File: config.mk
export PLATFORM = sky130hd
export DESIGN_NAME = serial_adder
export DESIGN_NICKNAME = d
export VERILOG_FILES = /design/src/rtl/serial_adder.sv
export SDC_FILE = /design/constraint.sdc
export NUM_CORES = 1
export LEC_CHECK = 0
export BUFFER_PORTS_ARGS = -buffer_cell sky130_fd_sc_hd__buf_2
export CAP_MARGIN = 20
export CORE_MARGIN = 5
export CORE_UTILIZATION = 52
export DETAILED_ROUTE_END_ITERATION = 10
export PLACE_DENSITY = 0.87
export SYNTH_ARGS = -nofsm -noshare
export SYNTH_HDL_FRONTEND = slang
export SYNTH_SLANG_ARGS = --single-unit
export TNS_END_PERCENT = 100
File: constraint.sdc
create_clock -name clk -period 1.68 [get_ports clk]
set_clock_uncertainty 0.15 [all_clocks]
set_input_delay 0.336 -clock clk [delete_from_list [all_inputs] [get_ports clk]]
set_output_delay 0.336 -clock clk [all_outputs]
set_load 0.05 [all_outputs]
File: src/rtl/serial_adder.sv
// Bit-serial WIDTH-bit adder (a + b + cin -> {cout, s}), one full-adder cell plus carry flop, LSB first.
// Latency: done pulses WIDTH+1 cycles after the start edge; busy is high for exactly WIDTH cycles.
// Backpressure: start is only honoured in IDLE; requests while busy are dropped, s/cout hold until the next completion.
module serial_adder #(
    parameter int WIDTH = 4
) (
    input  logic             clk,
    input  logic             rst,
    input  logic             start,
    input  logic [WIDTH-1:0] a,
    input  logic [WIDTH-1:0] b,
    input  logic             cin,
    output logic [WIDTH-1:0] s,
    output logic             cout,
    output logic             busy,
    output logic             done
);

    localparam int CW = $clog2(WIDTH);
    localparam int PW = WIDTH - 1;
    localparam logic [CW-1:0] LAST = CW'(WIDTH - 1);

    typedef enum logic {IDLE, RUN} state_t;

    state_t          state_q, state_d;
    logic [WIDTH-1:0] a_sr, b_sr;
    logic [PW-1:0]    psum_q, psum_d;
    logic [CW-1:0]    cnt_q;
    logic             carry_q;
    logic             load, step, finish;
    logic             sum_bit, carry_d;

    always_ff @(posedge clk or posedge rst) begin
        if (rst) state_q <= IDLE;
        else     state_q <= state_d;
    end

    always_comb begin
        state_d = state_q;
        case (state_q)
            IDLE:    if (start) state_d = RUN;
            RUN:     if (cnt_q == LAST) state_d = IDLE;
            default: state_d = IDLE;
        endcase
    end

    always_comb begin
        load   = (state_q == IDLE) && start;
        step   = (state_q == RUN);
        finish = step && (cnt_q == LAST);
    end

    // The single full-adder cell; the partial sum holds the low WIDTH-1 bits, the top bit arrives on the final step.
    always_comb begin
        sum_bit = a_sr[0] ^ b_sr[0] ^ carry_q;
        carry_d = (a_sr[0] & b_sr[0]) | (a_sr[0] & carry_q) | (b_sr[0] & carry_q);
        psum_d  = (psum_q >> 1) | (PW'(sum_bit) << (PW - 1));
    end

    always_ff @(posedge clk or posedge rst) begin
        if (rst) begin
            a_sr    <= '0;
            b_sr    <= '0;
            psum_q  <= '0;
            cnt_q   <= '0;
            carry_q <= 1'b0;
            s       <= '0;
            cout    <= 1'b0;
            busy    <= 1'b0;
            done    <= 1'b0;
        end else begin
            done <= finish;
            if (load) begin
                a_sr    <= a;
                b_sr    <= b;
                carry_q <= cin;
                psum_q  <= '0;
                cnt_q   <= '0;
                busy    <= 1'b1;
            end else if (step) begin
                a_sr    <= {1'b0, a_sr[WIDTH-1:1]};
                b_sr    <= {1'b0, b_sr[WIDTH-1:1]};
                carry_q <= carry_d;
                psum_q  <= psum_d;
                cnt_q   <= cnt_q + 1'b1;
                if (finish) begin
                    s    <= {sum_bit, psum_q};
                    cout <= carry_d;
                    busy <= 1'b0;
                end
            end
        end
    end

endmodule

== Word level (Yosys, flattened, before mapping) ==
Cells that the tools add are included.
Cells by class
  multiplexer cells: 16
  add/subtract/negate cells: 1
  bitwise gates (word level): 10
  eq/ne operators: 1
  reductions and logical operators: 6
Operators by type and width (count)
  4-bit two-way mux: 4
  1-bit two-way mux: 7
  3-bit two-way mux: 2
  2-bit two-way mux: 2
  2-bit nonzero test: 2
  1-bit AND: 3
  2-bit by 3-bit OR with 3-bit output: 1
  3-bit AND reduction: 1
  2-bit by 1-bit adder with 2-bit output, second input constant: 1
  2-bit equality test, second input constant: 1
  1-bit logical AND: 2
  1-bit inverter: 2
  1-bit OR: 2
  1-bit case mux with 2 select lines: 1
  2-bit AND reduction: 1
  1-bit XOR: 2
Word-level totals
  word-level logic and storage cells: 44
  bits of input ports: 12
  output and inout bits: 7
  register bits after elaboration: 22

== Longest topological paths before layout ==
Gate-level depths: netlist (run 1).
  word-level depth: 5
  mapped depth: 4
  mapped depth without buffers: 3

== Worst setup path after synthesis (run 1) ==
No wires, ideal clock.
  path kind: reg2reg
  start point: register a_sr[0]
  end point: register s[3]
  period minus slack after synthesis: 1.400 ns
  path slack: 0.280 ns
  data required time: 1.405 ns
  stages on the path, launching flop included: 3
  arrival time: 1.125 ns
  buffers on the path: 0
  setup time: 0.125 ns
  path through: dfrtp_1 -> fa_1 -> mux2_4
On the way
  cells in the longest elaborated chain, start to end: 2
Ends and longest elaborated chain
  start: declaration: line 26  | logic [WIDTH-1:0] a_sr, b_sr;
  start signal: assignment: line 81  | a_sr <= {1'b0, a_sr[WIDTH-1:1]};
  1-bit XOR (2 in a row): line 55  | sum_bit = a_sr[0] ^ b_sr[0] ^ carry_q;
  end signal: assignment: line 87  | s <= {sum_bit, psum_q};
  end: declaration: line 13  | output logic [WIDTH-1:0] s,
No other way between the ends.
A chain may end at the register's enable or synchronous reset.

== Final worst setup path (run 1) ==
  start point: register busy
  end point: output port busy
RTL lines
  start: declaration: line 15  | output logic busy,
  start signal: assignment: line 69  | busy <= 1'b0;
  start signal: assignment: line 79  | busy <= 1'b1;
  start signal: assignment: line 89  | busy <= 1'b0;
No word-level cell between the ends.

==> results of run 1 <==
## cell families after synthesis
group	synth area share
and+or+nand+nor	0.0864
DFF	0.576
buffers and inverters	0.0458
adders and majority gates	0.0340
muxes	0.185
AOI/OAI and AO/OA	0.0733
## path summary, 6_finish.rpt
check	to	slack (ps)	cells after the start
max	busy	220	1
min	a_sr[3]$_DFFE_PP0P_	120	3
max reg2reg	s[3]$_DFFE_PP0P_	240	2
min reg2reg	b_sr[0]$_DFFE_PP0P_	340	2
max in group asynchronous	b_sr[1]$_DFFE_PP0P_	720	4
min in group asynchronous	s[3]$_DFFE_PP0P_	440	4
## power by group
part / switching [mW] / internal (mW)
combinational: 0.517 / 0.347
clock: 0.143 / 0.0837
sequential: 0.140 / 0.740
## final cells by class
| type | instances | area [um^2] | area share |
|---|---|---|---|
| clock buffer | 3 | 22.5 | 0.0205 |
| inverter | 3 | 11.3 | 0.0102 |
| tap | 25 | 31.3 | 0.0284 |
| sequential | 22 | 551 | 0.501 |
| multi-input combinational | 48 | 362 | 0.329 |
| timing repair buffer | 22 | 123 | 0.111 |
## metrics by stage
step	utilization	std cells	power, mW	setup WS (ps)	hold WS, ps
floorplan	-	77	1.59	280	175
global placement	0.611	119	1.72	275	225
detailed placement	0.611	119	1.77	250	229
CTS	0.630	123	2.00	210	125
global route	0.630	123	2.12	167	157
finish	0.630	123	1.97	224	124
## synthesized netlist by cell type
master,count,area share
sky130_fd_sc_hd__nand2b_1,3,0.020
sky130_fd_sc_hd__fa_1,1,0.021
sky130_fd_sc_hd__ha_1,1,0.013
sky130_fd_sc_hd__inv_1,3,0.012
sky130_fd_sc_hd__nand2_1,10,0.039
sky130_fd_sc_hd__dfrtp_1,22,0.58
sky130_fd_sc_hd__o22ai_1,1,0.0065
sky130_fd_sc_hd__o21ai_1,7,0.037
sky130_fd_sc_hd__o21ai_0,3,0.016
sky130_fd_sc_hd__mux2i_1,9,0.094
sky130_fd_sc_hd__nor2_1,4,0.016
sky130_fd_sc_hd__buf_6,2,0.024
sky130_fd_sc_hd__nand2_4,1,0.012
sky130_fd_sc_hd__buf_2,2,0.010
sky130_fd_sc_hd__mux2_4,5,0.079
sky130_fd_sc_hd__mux2_2,1,0.012
sky130_fd_sc_hd__a21oi_1,1,0.0052
sky130_fd_sc_hd__a22o_1,1,0.0092
## tightest hold or removal path: stages
cell	delay (ps)
sky130_fd_sc_hd__buf_2	70
sky130_fd_sc_hd__mux2i_1	50
sky130_fd_sc_hd__nor2_1	80
## sequential cells by signal, indices dropped and copies added, names as in the netlist
signal   cells
busy         1
s            4
cnt_q        2
cout         1
state_q      1
done         1
a_sr         4
carry_q      1
psum_q       3
b_sr         4
## routing by layer
layer | vias up | part of all wire
met1 | 287 | 0.41
met5 | - | 0
li1 | 302 | -
met4 | 0 | 0.028
met3 | 5 | 0.073
met2 | 19 | 0.48
## what timing repair did
action	in CTS	in global routing
gates resized for setup	0	0
hold buffers	1	0
endpoints found under the hold margin	22	0
==> results.sh, run 1 <==
export IMPL_syn_area_per_cell_um2=12.4
export IMPL_final_layout_size_suffix_gt1_frac=0.316
export IMPL_cts_htree_levels=1
export IMPL_rows=15
export IMPL_num_vias=613
export IMPL_worstHoldPathType="input port to flip-flop"
export IMPL_drc=0
export IMPL_timing_critical_path_from="busy$_DFFE_PP0P_"
export IMPL_r2r_start="a_sr[0]$_DFFE_PP0P_"
export IMPL_number_of_antenna_violations_at_the_first_check_in_global_routing=0
export IMPL_drt_wirelength_per_cell_um=12.6
export IMPL_grtUsageMet3=0.0366
export IMPL_filler_cell_count=147
export IMPL_ioPinCount=19
export IMPL_numCtsBuffers=3
export IMPL_cts_root_buffer_cell="sky130_fd_sc_hd__clkbuf_4"
export IMPL_ys_ff_latch=22
export IMPL_place_gp_congestion=0.711
export IMPL_drt_first_pass_iters=5
export IMPL_timing_hold_violations_final=0
export IMPL_ant_nets=0
export IMPL_worst_skew_pair_late_latency_ps=300
export IMPL_number_of_distinct_library_cell_variants_in_the_gate_level_netlist_after_synthesis=18
export IMPL_maxClockFrequency_mhz=687
export IMPL_timing_critical_path_max_delay_family="flip-flops"
export IMPL_holdCritStartpoint="a[3]"
export IMPL_postLayoutCellArea_um2=1100
export IMPL_status="finished clean"
export IMPL_worst_path_max_fanout=3
export IMPL_finalCritPeriodShare=0.867
export IMPL_met2_usage=0.209
export IMPL_grt_first_pass_wirelength_um=2700
export IMPL_placeableCoreArea_um2=1750
export IMPL_cp_slowest_stage_delay_ps=390
export IMPL_post_drt_via_cell_ratio=4.98
export IMPL_crit_path_start_kind="flip-flop"
export IMPL_cts_post_setup_buffers_inserted=0
export IMPL_finalSetupViolCount=0
export IMPL_sinks_on_the_clock_net=22
export IMPL_clkSlewWorstSetupHoldPaths_ps=110
export IMPL_chipHeight_um=52.9
export IMPL_num_nets_final=114
export IMPL_route_final_wire_length_um=1540
export IMPL_grt_setup_unrepaired="false"
export IMPL_timing_critical_path_cells="buf_2"
export IMPL_crit_path_top_delay_cell="sky130_fd_sc_hd__dfrtp_1"
export IMPL_ir_drop_mv=1.03
export IMPL_finalCriticalPeriod_ps=1460
export IMPL_arrival_ps=970
export IMPL_grt_most_used_layer="met2"
export IMPL_mappedNetlistArea_um2=956
export IMPL_tightest_slew_ps=328
export IMPL_globalRoute_totalOverflow=0
export IMPL_synthesis_instances=77
export IMPL_critical_path_endpoint_type="output port"
export IMPL_mostFrequentLayoutCell="sky130_fd_sc_hd__dfrtp_1"
export IMPL_grt_start_max_net_pins=23
export IMPL_io_buffer_count=18
export IMPL_first_global_vias=636
export IMPL_initial_core_util=0.548
export IMPL_cts_root_to_sink_buffers=2
export IMPL_total_leakage_power_nw=0.581
export IMPL_worstPathRequired_ps=1190
export IMPL_met1_usage=0.164
export IMPL_grt_resource_usage_total=0.135
export IMPL_detailed_placer_s_ending_hpwl_um=1180
export IMPL_worst_path_buf_inv=1
export IMPL_area_growth_syn_to_layout_pct=15.1
export IMPL_finalMaxSlewViolations=0
export IMPL_n_antenna_cell=0
export IMPL_die_area_um2=2800
export IMPL_dpl_cell_area_um2=1070
export IMPL_pwr_density_cell_nw_per_um2=1790
export IMPL_number_of_max_cap_violations=0
export IMPL_violation_count_after_the_first_detailed_routing_iteration=16
export IMPL_crit_type="flip-flop to output port"
export IMPL_final_cell_mix="22 x sky130_fd_sc_hd__dfrtp_1, 18 x sky130_fd_sc_hd__buf_2, 10 x sky130_fd_sc_hd__nand2_1"
export IMPL_clock_tree_from_tritoncts="done"
export IMPL_yosysSeqAreaShare=0.576
export IMPL_relSlewSlack=0.781
export IMPL_synth_net_count=91
export IMPL_yosys_warnings=0
export IMPL_sum_of_negative_setup_slack_ps=0
export IMPL_die_width_um=52.9
No activity file was read; power rests on OpenSTA's default activity.
==> inputs of run 2 (changes only) <==
--- a/config.mk
+++ b/config.mk
@@ -11,6 +11,7 @@
 export CORE_UTILIZATION = 52
 export DETAILED_ROUTE_END_ITERATION = 10
 export PLACE_DENSITY = 0.87
+export SETUP_SLACK_MARGIN = 0.5
 export SYNTH_ARGS = -nofsm -noshare
 export SYNTH_HDL_FRONTEND = slang
 export SYNTH_SLANG_ARGS = --single-unit
==> results.sh, run 2 (synthesized netlist as in run 1, its figures left out) <==
export IMPL_status="finished clean"
export IMPL_first_global_vias=658
export IMPL_detailed_placer_s_ending_hpwl_um=1200
export IMPL_area_growth_syn_to_layout_pct=30.8
export IMPL_netSwitchingPower_mw=0.883
export IMPL_worstPathRequired_ps=1730
export IMPL_worstHoldPathType="input port to flip-flop"
export IMPL_grt_start_max_net_pins=23
export IMPL_number_of_antenna_violations_at_the_first_check_in_global_routing=0
export IMPL_worst_path_max_fanout=2
export IMPL_post_drt_via_cell_ratio=4.82
export IMPL_grt_setup_unrepaired="true"
export IMPL_multi_input_area_um2=377
export IMPL_power_switching_share=0.365
export IMPL_numCtsBuffers=3
export IMPL_violation_count_after_the_first_detailed_routing_iteration=4
export IMPL_drt_wirelength_per_cell_um=13.1
export IMPL_globalRoute_totalOverflow=0
export IMPL_clkSlewWorstSetupHoldPaths_ps=120
export IMPL_sum_of_negative_setup_slack_ps=0
export IMPL_pwr_density_cell_nw_per_um2=1940
export IMPL_rows=15
export IMPL_num_vias=636
export IMPL_pre_cts_setup_slack_ps=260
export IMPL_seq_power_share=0.384
export IMPL_worst_skew_pair_late_latency_ps=300
export IMPL_ff_latch_area_um2=552
export IMPL_ir_drop_mv=1.07
export IMPL_setup_slack_ps=254
export IMPL_utilization=0.716
export IMPL_maxClockFrequency_mhz=701
export IMPL_finalMaxSlewViolations=0
export IMPL_number_of_max_cap_violations=0
export IMPL_final_layout_size_suffix_gt1_frac=0.402
export IMPL_place_gp_congestion=0.702
export IMPL_placeableCoreArea_um2=1750
export IMPL_grt_resource_usage_total=0.143
export IMPL_filler_cell_count=135
export IMPL_cts_root_to_sink_buffers=2
export IMPL_critical_path_endpoint_type="flip-flop"
export IMPL_layout_top_registers="a_sr (4), b_sr (4), s (4)"
export IMPL_internal_power_mw=1.54
export IMPL_arrival_ps=1480
export IMPL_die_area_um2=2800
export IMPL_ioPinCount=19
export IMPL_finalCriticalPeriod_ps=1430
export IMPL_mostFrequentLayoutCell="sky130_fd_sc_hd__dfrtp_1"
export IMPL_tightest_slew_ps=340
export IMPL_crit_path_top_delay_cell="sky130_fd_sc_hd__fa_2"
export IMPL_drc=0
export IMPL_n_antenna_cell=0
export IMPL_ant_nets=0
export IMPL_crit_path_start_kind="flip-flop"
export IMPL_cp_slowest_stage_delay_ps=480
export IMPL_timing_hold_violations_final=0
export IMPL_final_cell_mix="21 x sky130_fd_sc_hd__dfrtp_1, 11 x sky130_fd_sc_hd__buf_2, 11 x sky130_fd_sc_hd__buf_4"
export IMPL_crit_type="flip-flop to flip-flop"
export IMPL_initial_core_util=0.548
export IMPL_dpl_cell_area_um2=1060
export IMPL_io_buffer_count=18
export IMPL_route_final_wire_length_um=1740
export IMPL_cts_htree_levels=1
export IMPL_relSlewSlack=0.774
export IMPL_finalSetupViolCount=0
export IMPL_clock_tree_from_tritoncts="done"
export IMPL_power_share_combinational=0.452
export IMPL_cts_root_buffer_cell="sky130_fd_sc_hd__clkbuf_4"
export IMPL_num_nets_final=122
export IMPL_postLayoutCellArea_um2=1250
export IMPL_drt_first_pass_iters=2
export IMPL_finalCritPeriodShare=0.849
export IMPL_part_of_the_total_power_dissipated_in_the_clock_network=0.164
export IMPL_grt_first_pass_wirelength_um=2860
export IMPL_timing_critical_path_cells="fa_2 > mux2_4"
export IMPL_sinks_on_the_clock_net=22
export IMPL_die_width_um=52.9
export IMPL_total_leakage_power_nw=0.644
export IMPL_chipHeight_um=52.9
[run 2: cell count changes in the layout (fill, tap and decap cells not counted), sizes merged]
cell | before | now
bufinv | 0 | 1
buf | 21 | 29
[run 2: metal layers]
metal	up-vias	share of wire	track usage
met1	300	0.41	0.169
met5	-	0	0
met3	4	0.049	0.0254
li1	316	-	-
met2	16	0.53	0.252
met4	0	0.014	0.0638
[run 2: final cells by class]
type | count | share of cell area
clock buffers | 3 | 0.0180
clock inverters | 1 | 0.0240
inverters | 3 | 0.00901
multi-input cells | 48 | 0.301
flip-flops and latches | 22 | 0.441
well taps | 25 | 0.0250
repair buffers | 30 | 0.181
[run 2: timing repair]
| item | in CTS | in global routing |
|---|---|---|
| setup endpoints to repair | 22 | 23 |
| hold buffers | 1 | 0 |
| hold endpoints to repair | 22 | 0 |
| buffers inserted | 4 | 5 |
| resized for setup | 14 | 3 |
| pin swaps | 1 | 1 |
[run 2: power by group through the flow]
stage	combinational [mW]	sequential [mW]	clock [mW]
floorplan	0.492	1.10	0
global placement	0.825	0.892	0
detailed placement	0.864	0.917	0
CTS	1.01	0.917	0.406
global route	1.18	0.960	0.423
finish	1.09	0.929	0.396
[run 2: worst max-delay path, delay by kind of cell, from the launching register on]
family | cells | cell delay (ps)
adders and majority gates | 1 | 480
DFF | 1 | 420
muxes | 1 | 270
[run 2: per-stage QoR]
stage                     power (mW)  hold WS [ps]  instances
final                           2.42           125        132
after global routing            2.56           136        132
after CTS                       2.33           117        127
after detailed placement        1.78           245        118
after global placement          1.72           226        118
after floorplan                 1.59           175         77
[run 2: final timing paths]
path,startpoint,endpoint,slack [ps],depth (start not counted)
worst max-delay path,a_sr[0]$_DFFE_PP0P_,s[3]$_DFFE_PP0P_,250,2
min in group asynchronous,rst,s[3]$_DFFE_PP0P_,460,4
max in group asynchronous,rst,state_q$_DFF_PP0_,700,4
worst max register to register,a_sr[0]$_DFFE_PP0P_,s[3]$_DFFE_PP0P_,250,2
worst min register to register,a_sr[1]$_DFFE_PP0P_,a_sr[0]$_DFFE_PP0P_,350,2
worst min-delay path,b[3],b_sr[3]$_DFFE_PP0P_,130,3
